--- src/rtl/instr_sequencer_if.sv ---
// Shared widths/payload type and the instruction + control-FSM bus used by instr_sequencer.

package instr_sequencer_pkg;
  localparam int unsigned FUNC_W  = 4;
  localparam int unsigned REG_W   = 3;
  localparam int unsigned STATE_W = 5;
  localparam int unsigned INSTR_W = FUNC_W + 2 * REG_W;
  localparam int unsigned CNT_W   = 8;
  localparam int unsigned STEP_W  = 4;

  typedef struct packed {
    logic [FUNC_W-1:0] func;
    logic [REG_W-1:0]  rx;
    logic [REG_W-1:0]  ry;
  } instr_t;
endpackage

interface instr_sequencer_if;
  import instr_sequencer_pkg::*;

  logic               instr_valid;
  logic [INSTR_W-1:0] instr;
  logic               instr_ready;
  logic [STATE_W-1:0] next_state;
  logic [FUNC_W-1:0]  func;
  logic [REG_W-1:0]   input1;
  logic [REG_W-1:0]   input2;
  logic [STATE_W-1:0] current_state;

  modport slave (
    input  instr_valid, instr, next_state,
    output instr_ready, func, input1, input2, current_state
  );

  modport master (
    output instr_valid, instr, next_state,
    input  instr_ready, func, input1, input2, current_state
  );
endinterface

--- src/rtl/instr_sequencer.sv ---
// Instruction sequencer: 2-entry instruction FIFO feeding an external control FSM.
// Optional step watchdog enabled by defining SEQ_WATCHDOG_EN.

module instr_sequencer
  import instr_sequencer_pkg::*;
(
  input  logic             clk,
  input  logic             reset_n,
  instr_sequencer_if.slave bus,
  output logic             busy,
  output logic             done,
  output logic             illegal,
  output logic             timeout,
  output logic [CNT_W-1:0] retired_count
);

  typedef enum logic {S_IDLE, S_EXEC} state_e;

  state_e             state_q, state_d;
  instr_t             fifo_mem [2];
  logic               wr_ptr, rd_ptr;
  logic [1:0]         fifo_count;
  logic               push_c, pop_c, legal_c, complete_c, expire_c;
  instr_t             head_c;

  logic [FUNC_W-1:0]  func_q, func_d;
  logic [REG_W-1:0]   in1_q, in1_d, in2_q, in2_d;
  logic [STATE_W-1:0] cs_q, cs_d;
  logic [STEP_W-1:0]  step_q, step_d;
  logic [CNT_W-1:0]   retired_q, retired_d;
  logic               done_d, illegal_d, timeout_d;

  assign bus.instr_ready  = reset_n && (fifo_count < 2'd2);
  assign bus.func          = func_q;
  assign bus.input1        = in1_q;
  assign bus.input2        = in2_q;
  assign bus.current_state = cs_q;
  assign busy              = (state_q == S_EXEC);
  assign retired_count     = retired_q;

  assign push_c     = bus.instr_valid && bus.instr_ready;
  assign pop_c      = (state_q == S_IDLE) && (fifo_count != 2'd0);
  assign head_c     = fifo_mem[rd_ptr];
  assign legal_c    = (head_c.func >= 4'd1) && (head_c.func <= 4'd5);
  assign complete_c = (state_q == S_EXEC) && (bus.next_state == '0) && (step_q != '0);

`ifdef SEQ_WATCHDOG_EN
  assign expire_c = (state_q == S_EXEC) && !complete_c && (step_q == STEP_W'(15));
`else
  assign expire_c = 1'b0;
`endif

  // FIFO storage carries no reset; occupancy and pointers do
  always_ff @(posedge clk) begin
    if (push_c) fifo_mem[wr_ptr] <= instr_t'(bus.instr);
  end

  always_ff @(posedge clk or negedge reset_n) begin
    if (!reset_n) begin
      wr_ptr     <= 1'b0;
      rd_ptr     <= 1'b0;
      fifo_count <= 2'd0;
    end else begin
      if (push_c) wr_ptr <= ~wr_ptr;
      if (pop_c)  rd_ptr <= ~rd_ptr;
      unique case ({push_c, pop_c})
        2'b10:   fifo_count <= fifo_count + 2'd1;
        2'b01:   fifo_count <= fifo_count - 2'd1;
        default: fifo_count <= fifo_count;
      endcase
    end
  end

  // State register
  always_ff @(posedge clk or negedge reset_n) begin
    if (!reset_n) state_q <= S_IDLE;
    else          state_q <= state_d;
  end

  // Next-state logic
  always_comb begin
    state_d = state_q;
    unique case (state_q)
      S_IDLE: if (pop_c && legal_c)       state_d = S_EXEC;
      S_EXEC: if (complete_c || expire_c) state_d = S_IDLE;
      default:                            state_d = S_IDLE;
    endcase
  end

  // Output logic: next values of the registered outputs; IDLE presents all zeros
  always_comb begin
    func_d    = '0;
    in1_d     = '0;
    in2_d     = '0;
    cs_d      = '0;
    step_d    = step_q;
    retired_d = retired_q;
    done_d    = 1'b0;
    illegal_d = 1'b0;
    timeout_d = 1'b0;
    unique case (state_q)
      S_IDLE: begin
        step_d = '0;
        if (pop_c) begin
          if (legal_c) begin
            func_d = head_c.func;
            in1_d  = head_c.rx;
            in2_d  = head_c.ry;
          end else begin
            illegal_d = 1'b1;
          end
        end
      end
      S_EXEC: begin
        if (complete_c) begin
          done_d    = 1'b1;
          retired_d = retired_q + CNT_W'(1);
        end else if (expire_c) begin
          timeout_d = 1'b1;
        end else begin
          func_d = func_q;
          in1_d  = in1_q;
          in2_d  = in2_q;
          cs_d   = bus.next_state;
          step_d = (step_q == STEP_W'(15)) ? step_q : step_q + STEP_W'(1);
        end
      end
      default: ;
    endcase
  end

  always_ff @(posedge clk or negedge reset_n) begin
    if (!reset_n) begin
      func_q    <= '0;
      in1_q     <= '0;
      in2_q     <= '0;
      cs_q      <= '0;
      step_q    <= '0;
      retired_q <= '0;
      done      <= 1'b0;
      illegal   <= 1'b0;
      timeout   <= 1'b0;
    end else begin
      func_q    <= func_d;
      in1_q     <= in1_d;
      in2_q     <= in2_d;
      cs_q      <= cs_d;
      step_q    <= step_d;
      retired_q <= retired_d;
      done      <= done_d;
      illegal   <= illegal_d;
      timeout   <= timeout_d;
    end
  end

endmodule
--- src/flat_wrapper.sv ---
// flat-port wrapper written by rule: the top's interface ports become plain ports
module instr_sequencer_flat import instr_sequencer_pkg::*;
  (clk, reset_n, busy, done, illegal, timeout, retired_count, bus_instr_valid, bus_instr, bus_next_state, bus_instr_ready, bus_func, bus_input1, bus_input2, bus_current_state);
  instr_sequencer_if bus_i ();
  input  logic clk;
  input  logic reset_n;
  output logic busy;
  output logic done;
  output logic illegal;
  output logic timeout;
  output logic [CNT_W-1:0] retired_count;
  input wire logic [$bits(bus_i.instr_valid)-1:0] bus_instr_valid;
  input wire logic [$bits(bus_i.instr)-1:0] bus_instr;
  input wire logic [$bits(bus_i.next_state)-1:0] bus_next_state;
  output wire logic [$bits(bus_i.instr_ready)-1:0] bus_instr_ready;
  output wire logic [$bits(bus_i.func)-1:0] bus_func;
  output wire logic [$bits(bus_i.input1)-1:0] bus_input1;
  output wire logic [$bits(bus_i.input2)-1:0] bus_input2;
  output wire logic [$bits(bus_i.current_state)-1:0] bus_current_state;
  assign bus_i.instr_valid = bus_instr_valid;
  assign bus_i.instr = bus_instr;
  assign bus_i.next_state = bus_next_state;
  assign bus_instr_ready = bus_i.instr_ready;
  assign bus_func = bus_i.func;
  assign bus_input1 = bus_i.input1;
  assign bus_input2 = bus_i.input2;
  assign bus_current_state = bus_i.current_state;
  instr_sequencer u_core (.clk(clk), .reset_n(reset_n), .bus(bus_i), .busy(busy), .done(done), .illegal(illegal), .timeout(timeout), .retired_count(retired_count));
endmodule
--- config.mk ---
export PLATFORM = sky130hd
export DESIGN_NAME = instr_sequencer_flat
export DESIGN_NICKNAME = d
export VERILOG_FILES = /design/src/rtl/instr_sequencer_if.sv /design/src/rtl/instr_sequencer.sv /design/src/flat_wrapper.sv
export SDC_FILE = /design/constraint.sdc
export NUM_CORES = 1
export LEC_CHECK = 0
export BUFFER_PORTS_ARGS = -buffer_cell sky130_fd_sc_hd__buf_2
export CAP_MARGIN = 30
export CORE_UTILIZATION = 35
export DETAILED_ROUTE_END_ITERATION = 8
export PLACE_DENSITY_LB_ADDON = 0.15
export SETUP_SLACK_MARGIN = 0.1
export SYNTH_ARGS = -nofsm -noshare
export SYNTH_HDL_FRONTEND = slang
export SYNTH_SLANG_ARGS = --single-unit
--- constraint.sdc ---
create_clock -name clk -period 2.2 [get_ports clk]
set_input_delay 0.44 -clock clk [delete_from_list [all_inputs] [get_ports clk]]
set_output_delay 0.44 -clock clk [all_outputs]
set_load 0.05 [all_outputs]
### Word level (Yosys, flattened, before mapping)

Memory sizes are Yosys's and may differ from the RTL's.
Cells that the tools add are included.

* $add $sub $neg: 4
* $lt $le $gt $ge: 3
* equality and inequality tests: 6
* muxes and demuxes: 27
* bitwise logic cells: 3
* reductions and logical operators: 13

Operators with widths (number)
* two-way mux 4 bit: 5
* one-hot mux 4 bit (2 select lines): 2
* two-way mux 3 bit: 5
* one-hot mux 3 bit (2 select lines): 2
* two-way mux 5 bit: 2
* two-way mux 1 bit: 9
* adder 8 x 1 -> 8 bit (second input constant): 1
* logical AND 1 bit: 7
* != test 2 bit (second input constant): 3
* zero test 5 bit: 1
* adder 4 x 1 -> 4 bit (second input constant): 1
* equality test 4 bit (second input constant): 1
* >= comparator 4 x 1 -> 1 bit (second input constant): 1
* less-or-equal comparator 4 x 3 -> 1 bit (second input constant): 1
* one-hot mux 2 bit (2 select lines): 1
* AND reduction 2 bit: 2
* nonzero test 2 bit: 2
* nonzero test 4 bit: 1
* inverter 1 bit: 3
* adder 2 x 1 -> 2 bit (second input constant): 1
* equality test 2 x 1 -> 1 bit (second input constant): 1
* equality test 2 bit (second input constant): 1
* < comparator 2 bit (second input constant): 1
* one-hot mux 1 bit (2 select lines): 1
* subtractor 2 x 1 -> 2 bit (second input constant): 1

* register bits after elaboration: 34
* RAM bits: 20
* input bits: 18
* output and inout port bits: 28
* logic and storage cells: 69
* memories kept: 1

Memory list
* u_core.fifo_mem: depth 2, width 10, read ports 1, clocked after memory_dff 0, wr ports 1, RTL line instr_sequencer.sv:20 `instr_t fifo_mem [2];`

### Logic depth before layout (Yosys ltp)

An unclocked memory read counts as a cell.

* depth after elaboration: 6
* depth in mapped cells: 7
* mapped depth without buffers: 6

### Least setup slack after synthesis

No wires, ideal clock.

* kind: input-to-reg
* start: input port reset_n
* end: memory u_core.fifo_mem[0][0] (netlist bit), enable pin
* setup time: 0.376 ns
* arrival: 1.943 ns
* required time: 1.824 ns
* path slack: -0.120 ns
* cell stages on the path: 3
* path buffers: 0
* cell sequence: nor2b_1 -> nand2_1 -> nor2_1

* longest elaborated chain between the ends: 4

Ends and longest elaborated chain
* start: declaration: RTL line flat_wrapper.sv:6 `input logic reset_n;`
* logical AND 1 bit: RTL line instr_sequencer.sv:33 `assign bus.instr_ready = reset_n && (fifo_count < 2'd2);`
* logical AND 1 bit: RTL line instr_sequencer.sv:41 `assign push_c = bus.instr_valid && bus.instr_ready;`
* two-way mux 1 bit: RTL line instr_sequencer.sv:55 `if (push_c) fifo_mem[wr_ptr] <= instr_t'(bus.instr);`
* two-way mux 1 bit (implied by the code): RTL line instr_sequencer.sv:55
* end: declaration: RTL line instr_sequencer.sv:20

No other way between the ends.

### Final worst setup path

* start: register u_core.step_q[0]
* end: register u_core.retired_q[7], in the netlist u_core.retired_count[7]

* longest elaborated chain between the ends: 3

Ends and longest elaborated chain
* start: declaration: RTL line instr_sequencer.sv:29 `logic [STEP_W-1:0] step_q, step_d;`
* start signal: assignment: RTL line instr_sequencer.sv:148 `step_q <= step_d;`
* nonzero test 4 bit: RTL line instr_sequencer.sv:45 `assign complete_c = (state_q == S_EXEC) && (bus.next_state == '0) && (step_q != '0);`
* logical AND 1 bit: RTL line instr_sequencer.sv:45
* AND reduction 2 bit (no line)
* end signal: assignment: RTL line instr_sequencer.sv:149 `retired_q <= retired_d;`
* end: declaration: RTL line instr_sequencer.sv:30 `logic [CNT_W-1:0] retired_q, retired_d;`

No other way between the ends.
A chain may end at the register's enable or synchronous reset.

==> results.yml <==
run_status:
  status: "finished clean"
drt:
  drcViolationCount: 0
  wl_per_cell_um: 13.7
  dr.pass1.iters: 4
  drt_iter0_markers: 49
  vias_per_cell: 4.80
  ant_nets: 0
  via_count: 1374
  routed_wl_mm: 3.91
synth:
  syn_area_um2: 2220
  synth_enable_flop_cells: 20
  syn-instance-count: 160
  synth_nets: 182
  ys_seq_area_share_pct: 65.3
  syn_area_per_cell_um2: 13.9
  ys.warnings.count: 0
  yosysUniqueCellTypes: 40
  synth_ff_type: "dfrtp_1"
  synth_seq_cells: 54
  synth-async-reset-ratio_pct: 63.0
critical_path:
  slowest_delay_ns: 0.41
  cp.depth: 7
  cp_cell_sequence: "inv_1 > ha_1 > nor3b_1 > or3_4 > buf_4 > nor3_4 > xor2_1"
  start_kind: "flop"
  required_ns: 2.41
  crit_slowest_cell: "or3_4"
  critPathKind: "reg -> reg"
  crit_fanout: 7
  critPathBufInv: 2
  worst-endpoint-arrival_ns: 2.09
  r2r_cells: 7
  crit_family: "simple AND/OR/NAND/NOR gates"
  end_kind: "flop"
sta:
  layout_worst_path_cycle_share_pct: 85.3
  post-route-min-period_ns: 1.88
  fmax_mhz: 533
  slew_viol_final: 0
  hold-worst-slack_ns: 0.174
  tightest_slew_ns: 0.611
  relSlewSlack_pct: 59.0
  setup_viol: 0
  rsz0062_at_grt: "no"
  finalHoldViolCount: 0
  setup_tns_ns: 0
  finalClockSkew_ns: 0.00425
pwr:
  p_total_uw: 3370
  powerDensity_nw_per_um2: 1280
  peakVddDrop_mv: 0.667
  power_leakage_uw: 0.00124
floorplanning:
  fp-row-count: 28
  start_util_pct: 36.9
  io_pins: 46
  core_um2: 6030
  dieArea_um2: 6670
  die_h_um: 81.7
  die_w_um: 81.7
global_routing:
  grt_start_max_net_pins: 35
  antenna_found_initial: 0
  grt_pass1_wl_mm: 6.37
  track_usage_pct: 13.0
  overflow: 0
  grt_pass1_vias: 1328
clocking:
  cts_tree: "yes"
  hold_buffers: 0
  root_buffer: "clkbuf_8"
  cts_buffers: 5
  cts_setup_buffers: 0
  cts_max_level: 2
  post_cts_resized: 0
  clk-insertion-delay-late_ns: 0.29
  cts_buffer_depth: 2
  clock-sinks: 54
  path_clk_slew_ns: 0.09
layout:
  diodes: 0
  fin_util_pct: 43.6
  nets: 232
  layout-drive-gt1-share_pct: 30.3
  area_delta_synth_final_pct: 18.3
worst_hold_path:
  hold_path.class: "in -> async"
placed_design:
  dpl.hpwl_mm: 2.88
  port_buffers: 44
  gp_congestion: 0.725
flow_run:
  maxCapViolations: 0
-- where the power goes --
group,switching (µW),internal [µW],total [µW]
Sequential,187,1300,1480
Clock,303,253,556
Combinational,896,434,1330
Total,1390,1980,3370
-- logic make-up (layout without fill, tap and decap cells) --
kind of cell,Yosys count,after routing,share of synthesized area (%)
flops,54,54,65.3
compound gates,20,20,6.76
other cells,1,1,0.169
mux,9,9,4.05
fa+ha+maj,4,4,2.25
xor+xnor,12,12,4.73
buf+inv,10,61,2.59
simple gates,50,50,14.1
-- placed cells by master (no fill, tap or decap), types with 2 or more instances in the layout --
master     netlist  layout
nor2_1           5       5
nor3_4           2       2
buf_4            1       5
and3_1           4       4
o2bb2ai_1        8       8
nor3_1           2       2
nor3b_1          2       2
xor2_1           4       4
ha_1             4       4
inv_1            4       4
o211ai_1         2       2
clkbuf_8         0       6
nand2_1          9       9
or3_1            2       2
mux2i_1          9       9
o21ai_0          2       2
dfrtp_1         34      34
o21bai_1         2       2
nand4_1          4       4
a21oi_1          2       2
buf_2            1      44
nand3_1          3       3
edfxtp_1        20      20
and2_1           6       6
xnor2_1          8       8
nand2b_1         2       2
-- synthesized netlist by cell type, drive strengths merged, types with 2 or more instances --
master / n / area share (%)
ha: 4 / 2.3
o21bai: 2 / 0.68
nor3b: 2 / 0.68
and3: 4 / 1.1
or3: 3 / 1.1
clkbuf: 2 / 0.34
nand3: 3 / 0.68
nor2: 5 / 0.84
nand2b: 2 / 0.56
inv: 4 / 0.68
nor2b: 2 / 0.56
and2: 7 / 2.1
a21oi: 2 / 0.45
dfrtp: 34 / 38
o211ai: 2 / 0.68
nand2: 9 / 1.5
buf: 4 / 1.6
o2bb2ai: 8 / 3.2
xnor2: 8 / 3.2
edfxtp: 20 / 27
o21ai: 3 / 0.68
xor2: 4 / 1.6
mux2i: 9 / 4.1
nand4: 4 / 1.1
nor3: 4 / 1.9
-- per-layer routing --
metal,GRT usage [%],part of all wire (%),up-vias
li1,-,-,668
met1,15.6,44,668
met2,21.9,50,34
met3,3.33,5.6,4
met4,5.79,0.92,0
met5,0,0,-
-- area by class of cell --
class                   count  area (µm²)
flip-flops and latches     54        1450
well taps                  75        93.8
repair buffers             49         258
clock inverters             2        12.5
clock buffers               6        82.6
fillers                   561        3400
multi-input cells          96         716
inverters                   4        15.0
-- flip-flops by register name (all words and copies together), names as in the netlist, 2 cells and up --
register,count
u_core.fifo_count,2
u_core.step_q,4
u_core.bus.input2,3
u_core.fifo_mem,20
u_core.retired_count,8
u_core.bus.current_state,5
u_core.bus.input1,3
u_core.bus.func,4
-- per-stage QoR --
stage / cell area (µm²) / worst slack, ns / std cells
after floorplan: 2220 / 0.207 / 160
after global placement: 2530 / 0.135 / 278
after detailed placement: 2530 / 0.0576 / 278
after CTS: 2630 / 0.293 / 286
after global routing: 2630 / 0.214 / 286
final: 2630 / 0.324 / 286
-- final timing paths --
check                                               startpoint                                    end  slack (ns)
max                               u_core.step_q[0]$_DFFE_PN0P_    u_core.retired_count[7]$_DFFE_PN0P_        0.32
min reg2reg                u_core.retired_count[6]$_DFFE_PN0P_    u_core.retired_count[6]$_DFFE_PN0P_        0.49
max reg2reg                       u_core.step_q[0]$_DFFE_PN0P_    u_core.retired_count[7]$_DFFE_PN0P_        0.32
min                                                    reset_n  u_core.bus.current_state[2]$_DFF_PN0_        0.17
max in group asynchronous                              reset_n    u_core.retired_count[6]$_DFFE_PN0P_        1.70
min in group clk                             bus_next_state[0]                  u_core.done$_DFF_PN0_        0.32
-- worst reg2reg max path, cell delays in order, from the launching register on --
cell	delay [ns]
dfrtp_1	0.39
inv_1	0.09
ha_1	0.19
nor3b_1	0.16
or3_4	0.41
buf_4	0.19
nor3_4	0.19
xor2_1	0.19
Note: power is estimated with default switching activity, not from simulation.
